### config.mk
export PLATFORM = sky130hd
export DESIGN_NAME = vsq_accumulator
export DESIGN_NICKNAME = d
export VERILOG_FILES = /design/src/rtl/vsq_accumulator.sv
export SDC_FILE = /design/constraint.sdc
export NUM_CORES = 1
export LEC_CHECK = 0
export CAP_MARGIN = 20
export CELL_PAD_IN_SITES_DETAIL_PLACEMENT = 1
export CELL_PAD_IN_SITES_GLOBAL_PLACEMENT = 1
export CORE_AREA = 4 4 132 83
export CTS_CLUSTER_SIZE = 16
export DETAILED_ROUTE_END_ITERATION = 8
export DIE_AREA = 0 0 136 87
export PLACE_DENSITY = 0.81
export SLEW_MARGIN = 30
export SYNTH_ARGS = -nofsm -noshare
export SYNTH_HDL_FRONTEND = slang
export SYNTH_SLANG_ARGS = --single-unit
### constraint.sdc
create_clock -name clk -period 5.75 [get_ports clk]
set_clock_uncertainty 0.1 [all_clocks]
set_input_delay 0.8625 -clock clk [delete_from_list [all_inputs] [get_ports clk]]
set_output_delay 0.8625 -clock clk [all_outputs]
set_load 0.02 [all_outputs]
### src/rtl/vsq_accumulator.sv
`default_nettype none
// +------------------------------------------------------------------------+
// | vsq_accumulator: sums a run of VSQ-scaled partial sums into one         |
// | saturating dot-product result on a valid/ready port.  Rev 1.0           |
// +------------------------------------------------------------------------+
module vsq_accumulator #(
  parameter int IN_W  = 24,
  parameter int ACC_W = 32,
  parameter int CNT_W = 8
) (
  input  logic             clk,
  input  logic             rst,
  input  logic             flush,
  input  logic [CNT_W-1:0] num_vec,
  input  logic             in_valid,
  output logic             in_ready,
  input  logic [IN_W-1:0]  partial_sum_in,
  output logic             out_valid,
  input  logic             out_ready,
  output logic [ACC_W-1:0] acc_out,
  output logic             out_sat
);

  typedef enum logic [0:0] {
    ACCUM = 1'b0,
    DONE  = 1'b1
  } state_t;

  state_t           state_q, state_d;
  logic [ACC_W-1:0] acc_q, acc_d;
  logic [CNT_W-1:0] cnt_q, cnt_d;
  logic [CNT_W-1:0] len_q, len_d;
  logic             sat_q, sat_d;

  logic             w_beat;
  logic             w_first;
  logic             w_last;
  logic [CNT_W-1:0] w_len;
  logic [ACC_W-1:0] w_in_ext;
  logic [ACC_W:0]   w_sum;

  assign in_ready  = (state_q == ACCUM);
  assign out_valid = (state_q == DONE);
  assign acc_out   = acc_q;
  assign out_sat   = sat_q;

  assign w_beat   = in_valid & in_ready;
  assign w_first  = (cnt_q == '0);
  assign w_in_ext = ACC_W'(partial_sum_in);
  assign w_sum    = {1'b0, acc_q} + {1'b0, w_in_ext};

  // Group length is taken from num_vec only on the first beat; zero means one.
  assign w_len  = w_first ? ((num_vec == '0) ? CNT_W'(1) : num_vec) : len_q;
  assign w_last = (cnt_q == (w_len - CNT_W'(1)));

  always_comb begin
    state_d = state_q;
    acc_d   = acc_q;
    cnt_d   = cnt_q;
    len_d   = len_q;
    sat_d   = sat_q;

    case (state_q)
      ACCUM: begin
        if (w_beat) begin
          cnt_d = w_last ? '0 : (cnt_q + CNT_W'(1));
          if (w_first) begin
            len_d = w_len;
            acc_d = w_in_ext;
            sat_d = 1'b0;
          end else if (sat_q || w_sum[ACC_W]) begin
            acc_d = '1;
            sat_d = 1'b1;
          end else begin
            acc_d = w_sum[ACC_W-1:0];
          end
          if (w_last) begin
            state_d = DONE;
          end
        end
      end
      DONE: begin
        if (out_ready) begin
          state_d = ACCUM;
        end
      end
      default: state_d = ACCUM;
    endcase

    // Abort wins over any beat or pending result in the same cycle.
    if (flush) begin
      state_d = ACCUM;
      cnt_d   = '0;
      acc_d   = '0;
      sat_d   = 1'b0;
    end
  end

  always_ff @(posedge clk) begin
    if (rst) begin
      state_q <= ACCUM;
      acc_q   <= '0;
      cnt_q   <= '0;
      len_q   <= '0;
      sat_q   <= 1'b0;
    end else begin
      state_q <= state_d;
      acc_q   <= acc_d;
      cnt_q   <= cnt_d;
      len_q   <= len_d;
      sat_q   <= sat_d;
    end
  end

endmodule
`default_nettype wire

Word-level counts from Yosys, hierarchy flattened
Index checks and enable logic that the tools add are counted.

Memories: 0. ROM bits: 0. Bits in writable memories: 0. Logic and storage cells: 30. Flip-flop bits (word level): 50. Output and inout port bits: 35. Latch bits: 0. Input port bits: 37.

Add/subtract/negate cells: 3. Reductions and logical operators: 8. Magnitude comparators: 0. Multiplexer cells: 11. Div/mod/pow operators: 0. Bitwise operators: 2. Equal/unequal tests: 1. Shift-type cells: 0. $mul: 0.

Operator list (number): $mux W32 (2); $add A32 B24 Y33 (1); $mux W8 (3); $logic_not A8 Y1 (2); $add A8 B1 Y8 const B (1); $eq A8 B8 Y1 (1); $sub A8 B1 Y8 const B (1); $reduce_and A3 Y1 (2); $mux W1 (5); $pmux W1 S2 (1); $reduce_and A2 Y1 (1); $reduce_bool A2 Y1 (1); $reduce_or A2 Y1 (1); $and A1 B1 Y1 (1); $logic_or A1 B1 Y1 (1); $not A1 Y1 (1).

Depth between registers and ports, before layout
Depth in word-level cells: 8. Gate-level depth with buffers: 12. Depth with buffers taken out: 11.

Worst setup path before layout
Ideal clock, no wire load.

Path type: input-to-reg. Start point: input port partial_sum_in[0]. End point: register acc_q[13], in the netlist acc_out[13]. Arrival time: 3320 ps. Cell stages on the path: 11. Library setup time: 132 ps. Path slack: 2198 ps. Buffers on the path: 1. Required time: 5518 ps. Path through: ha_1 > fa_1 > a21o_1 > a221oi_1 > a21oi_1 > a21bo_2 > a31oi_2 > nand2_1 > clkbuf_1 > o221ai_1 > a21oi_1.

Word-level cells in the longest chain between the ends: 4.

Ends and longest elaborated chain: from (decl) (RTL line 17) `input logic [IN_W-1:0] partial_sum_in,`; $add A32 B24 Y33 (*) (RTL line 50) `assign w_sum = {1'b0, acc_q} + {1'b0, w_in_ext};`; $logic_or A1 B1 Y1 (RTL line 71) `end else if (sat_q || w_sum[ACC_W]) begin`; $mux W32 (*) (RTL line 71); $mux W32 (*) (RTL line 67) `if (w_first) begin`; to (signal assigned) (RTL line 102) `acc_q <= '0;`; to (signal assigned) (RTL line 108) `acc_q <= acc_d;`; to (decl) (RTL line 30) `logic [ACC_W-1:0] acc_q, acc_d;`.

Every way passes the cells marked *; elsewhere a longest branch is shown, timed or not. A chain may end at the register's enable or synchronous reset.

Worst setup path in the final report
Start point: input port partial_sum_in[0]. End point: register acc_q[15], in the netlist acc_out[15].

Same word-level chain as after synthesis.

==> metrics.txt <==
die area=11,800 µm²; YS warnings=0; status=finished, final reports clean; routed via count=4,029; Comb pwr share=0.282; final setup margin=1.34 ns; DRC viols=0; Setup violations, final=0; Hold Fails Final Rpt=0; number of global-route vias before repair=4,054; syn_nets=553; overall power=0.000933 W; hold_buf cts=0; ys async rst share=0; max incr delay on CP=0.51 ns; GRT Total Usage=0.229; crit-path leading delay family=compound AO/OA/AOI/OAI gates; Slowest-stage cell, CP=a221oi_1; Die X=136 µm; Layout fillers=1,174; Critical Path Most Common Cell=a21oi_1; pre-CTS setup slack=1.12 ns; Main synth FF type=dfxtp_1; clock sinks=50; DR iter-0 viols=356; drt via density=5.93; Layout area overhead=23.8%; post-CTS sizing=0; worst path buffer plus inverter count=2; ant diodes=0; Crit. End Element=flop; max_slew headroom=0.453; die extent in y=87 µm; total grt overflow=0; Max-Cap Viols=0; DRT Pass-1 Iters=5; core area=9700 µm²; Placer Congestion=0.920; I/O pin cnt=72; Int Pwr=0.000631 W; critical path required time=5.80 ns; clock latency at the later pin of the worst-skew pair=0.30 ns; Leakage=1.85 nW; most common cell after layout, fill and taps aside=clkdlybuf4s50_1; Total Nets Final=609; RSZ-0062 raised after global routing=no; Sum Neg Setup Slack=0 ns; post-route ant nets=0; number of synthesized register bits=50; Num CTS Buffers=5; Netlist cell types=62; maximum vdd drop=0.114 mV; Post-synth EDFFs=0; Clock Power Share=0.321; commonest cells after routing, fill and taps aside=71 x clkdlybuf4s50_1, 56 x a21oi_1, 52 x nand2_1; Crit path arrival time=4.47 ns; sequential fraction of the synthesis area=0.260; Sequential Power Share=0.398; CTS clk-pin slew, worst paths=0.07 ns; PwrDens=196 nW/µm²; Cells after Synth=488; fmax=227 MHz; CP startpoint kind=input pin; NetSw=0.000303 W; routed length per instance=19.5 µm; Max clock buf depth=2; Mapped Area=3840 µm²; CTS tree=yes; first-pass GRT wire length=21.6 mm; Final Max Tran Viols=0; HP Class=reg -> reg; total wire length=13.3 mm; row cnt=28; Setup Fix Bufs, Post-CTS=0; Final Instance Area=4760 µm²; layout cell share with drive strength beyond 1=0.0404; synthesized area per cell=7.88 µm²; largest net degree at the start of global routing=42; starting density of the core=0.396; Post-Route Utilization=0.490; number of port buffers=71; crit path kind=in -> reg; root buffer cell=clkbuf_16; final period utilization=0.767; Max H-tree Level=2; hpwl dp=9.95 mm; initial antenna violation count=0; worst-path fanout max=16; placed inst area=4620 µm²; Slew @ Worst Pin=0.810 ns; sw frac=0.324; CP cell instances=clkdlybuf4s50_1 > ha_1 > fa_1 > a21o_1 > a221oi_1 > a21oi_1 > a21bo_2 > a31oi_2 > nand2_1 > buf_4 > nor2_2 > a21oi_1; crit path time final=4.41 ns
==> flip-flops by register name, summed over array words and instances, names as in the netlist <==
name and cells:
out_valid 1, acc_out 32, cnt_q 8, out_sat 1, len_q 8
==> kinds of logic (layout without fill, tap and decap cells) <==
family	after synthesis	in the layout	share of synthesized area
AOI/OAI and AO/OA	163	163	0.290
and+or+nand+nor	162	162	0.204
DFF	50	50	0.260
buffers and inverters	42	98	0.0511
xor gates and xnor gates	33	33	0.0752
adders and majority gates	28	28	0.0931
muxes	10	10	0.0267
==> metrics by stage <==
stage	hold slack, ns	std cells
after floorplan	0.353	488
after global routing	0.412	679
after detailed placement	0.378	672
final	0.388	679
after CTS	0.388	679
after global placement	0.362	672
==> power by group through the flow <==
| stage | logic (W) | clock network, W | registers [W] |
|---|---|---|---|
| 6_report | 0.000263 | 0.000299 | 0.000371 |
| 5_1_grt | 0.000287 | 0.000320 | 0.000373 |
| 4_1_cts | 0.000260 | 0.000305 | 0.000371 |
| 3_5_place_dp | 0.000258 | 0 | 0.000379 |
| 3_3_place_gp | 0.000251 | 0 | 0.000378 |
| 2_1_floorplan | 0.000158 | 0 | 0.000384 |
==> area by class of cell <==
type	count	area, µm²	share of cell area
Tap cell	135	169	0.0355
Multi-Input combinational cell	396	2650	0.557
Timing Repair Buffer	76	748	0.157
Sequential cell	50	1000	0.210
Inverter	15	56.3	0.0118
Clock inverter	1	7.51	0.00158
Clock buffer	6	129	0.0271
==> worst reg2reg max path: stages (launching register included) <==
cell,delay (ns)
dfxtp_1,0.33
ha_1,0.23
fa_1,0.43
a21o_1,0.19
a221oi_1,0.51
a21oi_1,0.28
a21bo_2,0.31
a31oi_2,0.30
nand2_1,0.10
buf_4,0.24
nor2_2,0.41
a21oi_1,0.15
==> cell usage after synthesis (all sizes together), types with 4 or more instances <==
library cell | instances | share of area
a21oi | 57 | 0.075
nand2 | 52 | 0.051
dfxtp | 50 | 0.26
nor2 | 38 | 0.038
ha | 27 | 0.088
nor3 | 22 | 0.029
clkbuf | 21 | 0.021
xnor2 | 18 | 0.041
o21ai | 16 | 0.021
inv | 15 | 0.015
xor2 | 15 | 0.034
o221ai | 14 | 0.032
o211ai | 10 | 0.020
a21o | 9 | 0.018
mux2i | 8 | 0.021
nand3 | 8 | 0.010
a211oi | 7 | 0.014
a221oi | 7 | 0.016
or3 | 7 | 0.011
a31oi | 6 | 0.011
buf | 6 | 0.015
nor2b | 6 | 0.0098
and3 | 5 | 0.0081
nand2b | 5 | 0.0081
nand4 | 5 | 0.0081
o21a | 5 | 0.0098
o21bai | 5 | 0.0098
and2 | 4 | 0.0065
o31ai | 4 | 0.011
==> final timing paths <==
kind / end / startpoint / cells past startpoint / slack (ns)
worst min register to register: acc_out[6] / acc_out[6] / 2 / 0.39
worst max register to register: acc_out[15] / acc_out[0] / 11 / 2.04
worst max-delay path: acc_out[15] / partial_sum_in[0] / 12 / 1.34
worst min-delay path: acc_out[6] / acc_out[6] / 2 / 0.39
==> layer usage <==
metal / part of all wire / vias up / global-route usage / routed length [µm]
met3: 0.068 / 10 / 0.0427 / 907
met4: 0.0066 / 0 / 0.0393 / 87
met5: 0 / - / 0 / 0
met2: 0.40 / 139 / 0.333 / 5350
met1: 0.52 / 1941 / 0.351 / 6900
li1: - / 1939 / - / -
Note: power is estimated with default switching activity, not from simulation.
